===== config.mk =====
export PLATFORM = sky130hd
export DESIGN_NAME = mathco_seq_flat
export DESIGN_NICKNAME = d
export VERILOG_FILES = /design/src/rtl/mathco_seq_if.sv /design/src/rtl/mathco_seq.sv /design/src/flat_wrapper.sv
export SDC_FILE = /design/constraint.sdc
export NUM_CORES = 1
export LEC_CHECK = 0
export CAP_MARGIN = 5
export CORE_MARGIN = 3
export CORE_UTILIZATION = 58
export CTS_CLUSTER_SIZE = 40
export DETAILED_ROUTE_END_ITERATION = 8
export PLACE_DENSITY = 0.87
export RECOVER_POWER = 50
export SYNTH_ARGS = -nofsm -noshare
export SYNTH_HDL_FRONTEND = slang
export SYNTH_SLANG_ARGS = --single-unit

===== constraint.sdc =====
create_clock -name CLK -period 3.2 [get_ports CLK]
set_clock_uncertainty 0.2 [all_clocks]
set_input_delay 0.64 -clock CLK [delete_from_list [all_inputs] [get_ports CLK]]
set_output_delay 0.64 -clock CLK [all_outputs]
set_load 0.05 [all_outputs]

===== src/rtl/mathco_seq_if.sv =====
// mathco_seq_if: HuCard math-window bus seen by the coprocessor.
//   bus_ce   - window select, active high
//   bus_a    - byte offset within the window
//   bus_we_n - CPU write strobe, active low, asynchronous to CLK
//   bus_dato - CPU write data
//   bus_dati - read data back to the CPU
// master modport drives the strobes (CPU / bench side); slave modport is the coprocessor.
interface mathco_seq_if;
  logic       bus_ce;
  logic [4:0] bus_a;
  logic       bus_we_n;
  logic [7:0] bus_dato;
  logic [7:0] bus_dati;

  modport master (
    output bus_ce, bus_a, bus_we_n, bus_dato,
    input  bus_dati
  );

  modport slave (
    input  bus_ce, bus_a, bus_we_n, bus_dato,
    output bus_dati
  );
endinterface


===== src/rtl/mathco_seq.sv =====
// mathco_seq: math coprocessor for the cartridge register window.
// Synchronises CPU writes into CLK, holds operand/result/control registers and runs one shared
// 32-iteration datapath: shift-add unsigned multiply or restoring unsigned divide.
// Ports:
//   CLK   - system clock
//   RSTn  - asynchronous active-low reset
//   bus   - window bus (slave modport): select, offset, write strobe/data, read data
//   busy  - operation in progress (RUN or FIN)
//   irq_n - active-low interrupt, asserted while done and irq_en are both set
module mathco_seq #(
  parameter int unsigned SYNC_STAGES = 2
) (
  input  logic         CLK,
  input  logic         RSTn,
  mathco_seq_if.slave  bus,
  output logic         busy,
  output logic         irq_n
);

  typedef enum logic [1:0] {StIdle, StRun, StFin} state_e;

  state_e state_q, state_d;

  logic [SYNC_STAGES-1:0] sync_q;
  logic       we_s, we_s_q, we_rise, commit;
  logic [1:0] low_run_q;
  logic [4:0] lat_a_q;
  logic [7:0] lat_d_q;

  logic [31:0] a_q, b_q, wb_q;
  logic [63:0] r_q, acc_q;
  logic [4:0]  ctr_q;
  logic        op_q, wop_q, irq_en_q, start_q, done_q, dz_q;
  logic        load, load_dz;

  logic [32:0] mul_sum;
  logic [63:0] mul_next, div_next;
  logic [33:0] div_trial;

  // Strobe synchroniser; idles high so reset release never looks like a write edge.
  assign we_s    = sync_q[SYNC_STAGES-1];
  assign we_rise = we_s & ~we_s_q;
  // Require two consecutive low samples so a glitch-length strobe cannot commit.
  assign commit  = we_rise & (low_run_q == 2'd2);

  always_ff @(posedge CLK or negedge RSTn) begin
    if (!RSTn) begin
      sync_q    <= '1;
      we_s_q    <= 1'b1;
      low_run_q <= 2'd0;
      lat_a_q   <= 5'd0;
      lat_d_q   <= 8'd0;
    end else begin
      sync_q <= {sync_q[SYNC_STAGES-2:0], bus.bus_we_n | ~bus.bus_ce};
      we_s_q <= we_s;
      if (we_s) begin
        low_run_q <= 2'd0;
      end else begin
        lat_a_q <= bus.bus_a;
        lat_d_q <= bus.bus_dato;
        if (low_run_q != 2'd2) low_run_q <= low_run_q + 2'd1;
      end
    end
  end

  // Datapath step for one iteration.
  assign mul_sum   = {1'b0, acc_q[63:32]} + (acc_q[0] ? {1'b0, wb_q} : 33'd0);
  assign mul_next  = {mul_sum, acc_q[31:1]};
  assign div_trial = {1'b0, acc_q[63:31]} - {2'b00, wb_q};
  assign div_next  = div_trial[33] ? {acc_q[62:0], 1'b0}
                                   : {div_trial[31:0], acc_q[30:0], 1'b1};

  always_ff @(posedge CLK or negedge RSTn) begin
    if (!RSTn) state_q <= StIdle;
    else       state_q <= state_d;
  end

  always_comb begin
    state_d = state_q;
    load    = 1'b0;
    load_dz = 1'b0;
    case (state_q)
      StIdle: begin
        if (start_q) begin
          if (op_q && (b_q == 32'd0)) begin
            state_d = StFin;
            load_dz = 1'b1;
          end else begin
            state_d = StRun;
            load    = 1'b1;
          end
        end
      end
      StRun:   if (ctr_q == 5'd31) state_d = StFin;
      StFin:   state_d = StIdle;
      default: state_d = StIdle;
    endcase
  end

  always_ff @(posedge CLK or negedge RSTn) begin
    if (!RSTn) begin
      a_q      <= '0;
      b_q      <= '0;
      r_q      <= '0;
      acc_q    <= '0;
      wb_q     <= '0;
      ctr_q    <= '0;
      op_q     <= 1'b0;
      wop_q    <= 1'b0;
      irq_en_q <= 1'b0;
      start_q  <= 1'b0;
      done_q   <= 1'b0;
      dz_q     <= 1'b0;
    end else begin
      // start is a one-cycle pulse; a start seen outside IDLE is simply dropped.
      start_q <= commit && (lat_a_q == 5'h10) && lat_d_q[0];
      if (commit) begin
        if (lat_a_q[4:2] == 3'b000) a_q[{lat_a_q[1:0], 3'b000} +: 8] <= lat_d_q;
        if (lat_a_q[4:2] == 3'b001) b_q[{lat_a_q[1:0], 3'b000} +: 8] <= lat_d_q;
        if (lat_a_q == 5'h10) begin
          op_q     <= lat_d_q[1];
          irq_en_q <= lat_d_q[3];
        end
      end

      // FIN setting done has priority over a same-cycle STATUS write.
      if (state_q == StFin)                   done_q <= 1'b1;
      else if (load || load_dz)               done_q <= 1'b0;
      else if (commit && lat_a_q == 5'h11)    done_q <= 1'b0;

      if (load)         dz_q <= 1'b0;
      else if (load_dz) dz_q <= 1'b1;

      if (load) begin
        acc_q <= {32'd0, a_q};
        wb_q  <= b_q;
        wop_q <= op_q;
        ctr_q <= 5'd0;
      end else if (load_dz) begin
        acc_q <= {a_q, 32'hFFFF_FFFF};
      end else if (state_q == StRun) begin
        acc_q <= wop_q ? div_next : mul_next;
        ctr_q <= ctr_q + 5'd1;
      end

      if (state_q == StFin) r_q <= acc_q;
    end
  end

  assign busy  = (state_q != StIdle);
  assign irq_n = ~(done_q & irq_en_q);

  always_comb begin
    bus.bus_dati = 8'hFF;
    if (bus.bus_ce) begin
      if (!bus.bus_a[4]) begin
        if (bus.bus_a[3])      bus.bus_dati = r_q[{bus.bus_a[2:0], 3'b000} +: 8];
        else if (bus.bus_a[2]) bus.bus_dati = b_q[{bus.bus_a[1:0], 3'b000} +: 8];
        else                   bus.bus_dati = a_q[{bus.bus_a[1:0], 3'b000} +: 8];
      end else if (bus.bus_a == 5'h10) begin
        bus.bus_dati = 8'h00;
      end else if (bus.bus_a == 5'h11) begin
        bus.bus_dati = {5'd0, done_q, dz_q, busy};
      end
    end
  end

endmodule

===== src/flat_wrapper.sv =====
// flat-port wrapper written by rule: the top's interface ports become plain ports
module mathco_seq_flat 
#(
  parameter int unsigned SYNC_STAGES = 2
)
  (CLK, RSTn, busy, irq_n, bus_bus_ce, bus_bus_a, bus_bus_we_n, bus_bus_dato, bus_bus_dati);
  mathco_seq_if bus_i ();
  input  logic CLK;
  input  logic RSTn;
  output logic busy;
  output logic irq_n;
  input wire logic [$bits(bus_i.bus_ce)-1:0] bus_bus_ce;
  input wire logic [$bits(bus_i.bus_a)-1:0] bus_bus_a;
  input wire logic [$bits(bus_i.bus_we_n)-1:0] bus_bus_we_n;
  input wire logic [$bits(bus_i.bus_dato)-1:0] bus_bus_dato;
  output wire logic [$bits(bus_i.bus_dati)-1:0] bus_bus_dati;
  assign bus_i.bus_ce = bus_bus_ce;
  assign bus_i.bus_a = bus_bus_a;
  assign bus_i.bus_we_n = bus_bus_we_n;
  assign bus_i.bus_dato = bus_bus_dato;
  assign bus_bus_dati = bus_i.bus_dati;
  mathco_seq #(.SYNC_STAGES(SYNC_STAGES)) u_core (.CLK(CLK), .RSTn(RSTn), .bus(bus_i), .busy(busy), .irq_n(irq_n));
endmodule

### After elaboration in Yosys (flattened, before gate mapping)

Index checks and enable logic that the tools add are counted.

* bits in registers: 255
* output and inout port bits: 10
* bits of input ports: 17

* reduce and logical (&&, ||, !) cells: 19
* shifts and indexed selects: 5
* bitwise gates (word level): 7
* eq/ne operators: 13
* multiplexer cells: 34
* $add $sub $neg: 5

Operators by type and width (count)
* 64-bit two-way mux: 5
* 32-bit bitwise mux: 2
* 32-bit by 6-bit variable part select with 8-bit output: 2
* 64-bit by 7-bit variable part select with 8-bit output: 1
* 8-bit two-way mux: 6
* 33-bit by 32-bit subtractor with 34-bit output: 1
* 32-bit by 33-bit adder with 33-bit output: 1
* 32-bit logical NOT: 1
* 32-bit two-way mux: 1
* 8-bit by 7-bit variable shift with 32-bit output (first input constant): 1
* 8-bit by 7-bit variable part select with 32-bit output: 1
* 5-bit == test (second input constant): 5
* 5-bit two-way mux: 3
* 1-bit two-way mux: 11
* 2-bit two-way mux: 5
* 2-bit AND reduction: 5
* 2-bit nonzero test: 4
* 5-bit negator with 7-bit output: 1
* 2-bit by 1-bit != test with 1-bit output (second input constant): 3
* 3-bit nonzero test: 2
* 5-bit by 1-bit adder with 5-bit output (second input constant): 1
* 2-bit == test (second input constant): 2
* 1-bit logical AND: 4
* 2-bit case mux with 2 select lines: 1
* 10 further kinds: 14

### Logic depth before layout (Yosys ltp)

* word-level depth: 8
* gate-level depth with buffers: 14

### Worst setup path after synthesis

Ideal clock, no wire load.

* path type: input port to output port
* start point: input bus_bus_a[0]
* end point: output bus_bus_dati[6]
* arrival time: 3.045 ns
* slack: -0.685 ns
* stages on the path: 7
* path through: clkbuf_1 > buf_1 > mux4_2 > mux2i_1 > nor2_1 > a21oi_1 > o21ai_0

* word-level cells in the longest chain between the ends: 5
* elaborated cells between the ends (all ways): 11

RTL lines
* from (decl): RTL line flat_wrapper.sv:13 `input wire logic [$bits(bus_i.bus_a)-1:0] bus_bus_a;`
* 32-bit by 6-bit variable part select with 8-bit output (tied with other cells): RTL line mathco_seq.sv:159 `else bus.bus_dati = a_q[{bus.bus_a[1:0], 3'b000} +: 8];`
* 8-bit two-way mux (on tied branches): RTL line mathco_seq.sv:158, mathco_seq.sv:162
* 8-bit two-way mux (on tied branches): RTL line mathco_seq.sv:157, mathco_seq.sv:160
* 8-bit two-way mux *: RTL line mathco_seq.sv:156 `if (!bus.bus_a[4]) begin`
* 8-bit two-way mux *: RTL line mathco_seq.sv:155 `if (bus.bus_ce) begin`
* to (decl): RTL line flat_wrapper.sv:16 `output wire logic [$bits(bus_i.bus_dati)-1:0] bus_bus_dati;`

Mark *: on every way between the ends. The rest lies on a longest branch, timed or not.

### Worst setup path after layout

* start point: register u_core.acc_q[32]
* end point: register u_core.acc_q[59]

* word-level cells in the longest chain between the ends: 6
* elaborated cells between the ends (all ways): 7

RTL lines
* from (decl): RTL line mathco_seq.sv:31 `logic [63:0] r_q, acc_q;`
* from (signal assigned): RTL line mathco_seq.sv:135 `acc_q <= {32'd0, a_q};`
* from (signal assigned): RTL line mathco_seq.sv:140 `acc_q <= {a_q, 32'hFFFF_FFFF};`
* from (signal assigned): RTL line mathco_seq.sv:142 `acc_q <= wop_q ? div_next : mul_next;`
* 33-bit by 32-bit subtractor with 34-bit output: RTL line mathco_seq.sv:69 `assign div_trial = {1'b0, acc_q[63:31]} - {2'b00, wb_q};`
* 64-bit two-way mux: RTL line mathco_seq.sv:70 `assign div_next = div_trial[33] ? {acc_q[62:0], 1'b0}`
* 64-bit two-way mux *: RTL line mathco_seq.sv:142
* 64-bit two-way mux *: RTL line mathco_seq.sv:141 `end else if (state_q == StRun) begin`
* 64-bit two-way mux *: RTL line mathco_seq.sv:139 `end else if (load_dz) begin`
* 64-bit two-way mux *: RTL line mathco_seq.sv:134 `if (load) begin`

Mark *: on every way between the ends. The rest lies on a longest branch, timed or not. The select of a mux whose other input is x is not followed.
A chain may end at the register's enable or synchronous reset.

==> impl_metrics.yaml <==
detailed_routing:
  dr.pass1.iters: 8
  vias: 14600
  route.met3.wl_um: 5550
  top_layer_used: "met4"
  ant_nets: 0
  routed_wl_um: 53900
  drtIter0Drc: 1726
  wl_per_cell_um: 25.1
  drc: 0
  viasPerCell: 6.78
  drt-met1-wl_um: 21200
  wl_met2_um: 24600
clock_network:
  cts.sinks: 255
  insertion_delay_ns: 0.53
  htreeDepth: 1
  cts_tree: "built"
  cts.reportedPaths.clkPinSlew_ns: 0.06
  cts_buffer_depth: 3
  cts_inserted_buffers: 27
  ctsRootBufferMaster: "clkbuf_16"
run_status:
  status: "finished with violations"
  violations: "capacitance limit, slew limit, setup timing"
logic_synthesis:
  netlist_instances: 1659
  synthMuxAreaShare_pct: 14.0
  netlist-cell-type-count: 78
  synth_top_family_by_area: "compound AO/OA/AOI/OAI gates"
  synth_area_per_cell_um2: 9.52
  yosysMostFrequentCell: "dfrtp_1"
  ys.flop_type: "dfrtp_1"
  ys_top_cells_by_count: "252 x dfrtp_1, 214 x nand2_1, 196 x o21ai_0"
  ys_ff_latch: 255
  async_flop_share_pct: 100
  synth_top_cell_by_area: "dfrtp_1"
  synthAdderAreaFrac_pct: 5.96
  synth_nets: 1750
  synth_xor_area_share_pct: 2.88
  synth_compound_area_share_pct: 19.5
  synth_top_cell_area_share_pct: 39.9
  synth.top_cells.by_area: "dfrtp_1 40%, mux2_2 6.3%, o21ai_0 6.2%"
  synth_edf_count: 0
  synth.cell_area_um2: 15800
  synth_warnings: 0
  synth_seq_area_share_pct: 40.4
  synth-simple-area-share_pct: 13.6
timing:
  tightest_slew_ns: 1.80
  finalCriticalPeriod_ns: 3.23
  period_share_pct: 101
  slew_headroom_pct: -19.9
  maxSlewViolCount: 66
  setup_viol: 1
  hold-worst-slack_ns: 0.164
  fin_ws_ns: -0.0292
  rsz0062_at_grt: "true"
  hold_viol_final: 0
  max_freq_ghz: 0.310
placed_design:
  gp_congestion: 1.02
  post-dp-hpwl_um: 38400
  pre_cts_slack_ns: -0.190
  dp_cells: 2079
  placement.io_buffers: 26
power_and_ir_drop:
  power_frac_seq_pct: 38.7
  power_frac_clock_pct: 37.5
  p_leak_nw: 8.53
  p_int_w: 0.00615
  swShare_pct: 30.0
  combPwrFrac_pct: 23.8
  pwr_density_cell_nw_per_um2: 462
  total_power_w: 0.00878
  peakVddDrop_mv: 0.532
  switchingPower_w: 0.00264
setup_path:
  arrival_ns: 3.49
  r2r_cells: 10
  critPathSlowestCell: "o41a_4"
  r2r_slack_ns: -0.03
  max_stage_delay_ns: 0.48
  crit_fanout: 4
  r2r_start: "u_core.acc_q[32]"
  critPathCaptureType: "flip-flop"
  cp-start-kind: "flip-flop"
  critPathKind: "flip-flop to flip-flop"
  cp.required_ns: 3.46
  rr_endpoint: "u_core.acc_q[59]"
  critical_path.cell_chain: "ha_1 -> nand2b_1 -> a21oi_2 -> o41a_4 -> o41ai_4 -> a211o_1 -> a211oi_2 -> o21a_1 -> o311a_1 -> o21ai_1"
global_route:
  grt_pass1_vias: 14100
  grt_usage_pct: 35.9
  antenna_found_initial: 0
  gr-total-overflow: 0
  grt_max_degree: 92
  grt_first_pass_wirelength_um: 81200
die:
  fp.dieH_um: 171
  num_rows: 59
  die_area_um2: 29200
  initial_core_util_pct: 59.8
  coreArea_um2: 26400
  die-width_um: 171
  io_pins: 27
worst_hold_path:
  whs_path_depth: 0
  min_path_type: "flip-flop to flip-flop"
  min_from: "u_core.sync_q[0]"
  hold_end: "u_core.sync_q[1]"
cells_and_area:
  instances_no_fill: 2148
  layout-drive-gt1-share_pct: 25.3
  n_antenna_cell: 0
  fin_nets: 1885
  syn_to_final_growth_pct: 20.4
  post-route-util_pct: 72.0
run:
  max_cap_violations: 1
-- through the flow --
step,setup TNS [ns],cell area [um2]
after global routing,-0.962,19000
after global placement,-0.965,17400
after floorplan,0,15800
after CTS,-0.000578,18600
after detailed placement,-1.55,17400
final,-0.0292,19000
-- kinds of logic after synthesis --
| family | Yosys count |
|---|---|
| AOI/OAI and AO/OA | 498 |
| xor gates and xnor gates | 52 |
| adders and majority gates | 74 |
| buffers and inverters | 140 |
| DFF | 255 |
| muxes | 170 |
| and+or+nand+nor | 470 |
-- worst max-delay path, delay by kind of cell (launching register included) --
family | cells | cell delay [ns]
AOI/OAI and AO/OA | 8 | 2.08
adders and majority gates | 1 | 0.31
DFF | 1 | 0.44
and+or+nand+nor | 1 | 0.13
-- final cells by class --
| type | instances | area, um2 |
|---|---|---|
| Clock buffer | 38 | 757 |
| Clock inverter | 10 | 160 |
| Fill cell | 1853 | 7410 |
| Inverter | 51 | 191 |
| Multi-Input combinational cell | 1264 | 9450 |
| Sequential cell | 255 | 6390 |
| Tap cell | 335 | 419 |
| Timing Repair Buffer | 195 | 1650 |
-- placed cells by master, fill, tap and decap left out, types with 17 or more instances in the layout --
master,count
nand2_1,210
mux2_2,88
xnor2_1,36
a31oi_1,19
buf_4,154
inv_1,47
nand3_1,17
a21oi_1,99
and2_1,37
dfrtp_1,249
a22o_1,19
mux4_2,32
mux2i_1,48
nor2_1,94
o21ai_0,176
o21ai_1,23
a21o_1,25
clkbuf_16,27
ha_1,50
ha_4,17
-- routing by layer --
layer,vias up,GRT usage [%]
li1,6303,-
met1,7141,49.7
met2,915,56.5
met3,206,7.28
met4,0,13.1
met5,-,0
-- sequential cells by signal, indices dropped and copies added, names as in the netlist --
name	cells
u_core.a_q	32
u_core.wb_q	32
u_core.lat_a_q	5
u_core.ctr_q	5
u_core.done_q	1
u_core.irq_en_q	1
u_core.state_q	2
u_core.b_q	32
u_core.sync_q	2
u_core.lat_d_q	8
u_core.low_run_q	2
u_core.start_q	1
u_core.we_s_q	1
u_core.acc_q	64
u_core.op_q	1
u_core.r_q	64
u_core.dz_q	1
u_core.wop_q	1
-- what timing repair did --
item,in CTS,in global routing
endpoints found under the setup margin,25,38
hold buffers,1,0
resized for setup,38,97
pin swaps,18,50
hold endpoints to repair,80,0
cloned,3,1
setup buffers,7,11
-- worst max path at each step --
stage | startpoint | to | slack [ns] | depth (start not counted)
detailed placement | u_core.acc_q[0] | u_core.acc_q[62] | -0.19 | 13
global placement | u_core.acc_q[31] | u_core.acc_q[58] | -0.11 | 15
CTS | u_core.wb_q[0] | u_core.acc_q[48] | -0.0006 | 14
floorplan | bus_bus_a[0] | bus_bus_dati[1] | 0.02 | 7
global route | u_core.wb_q[2] | u_core.acc_q[59] | -0.14 | 11
finish | u_core.acc_q[32] | u_core.acc_q[59] | -0.03 | 10
-- power by group through the flow --
| stage | clock network, W | registers (W) | logic, W |
|---|---|---|---|
| 4_1_cts | 0.00328 | 0.00338 | 0.00189 |
| 3_5_place_dp | 0 | 0.00344 | 0.00180 |
| 6_report | 0.00329 | 0.00340 | 0.00209 |
| 5_1_grt | 0.00342 | 0.00339 | 0.00222 |
| 2_1_floorplan | 0 | 0.00340 | 0.00113 |
| 3_3_place_gp | 0 | 0.00344 | 0.00178 |
Power figures use the tool's default switching activity.
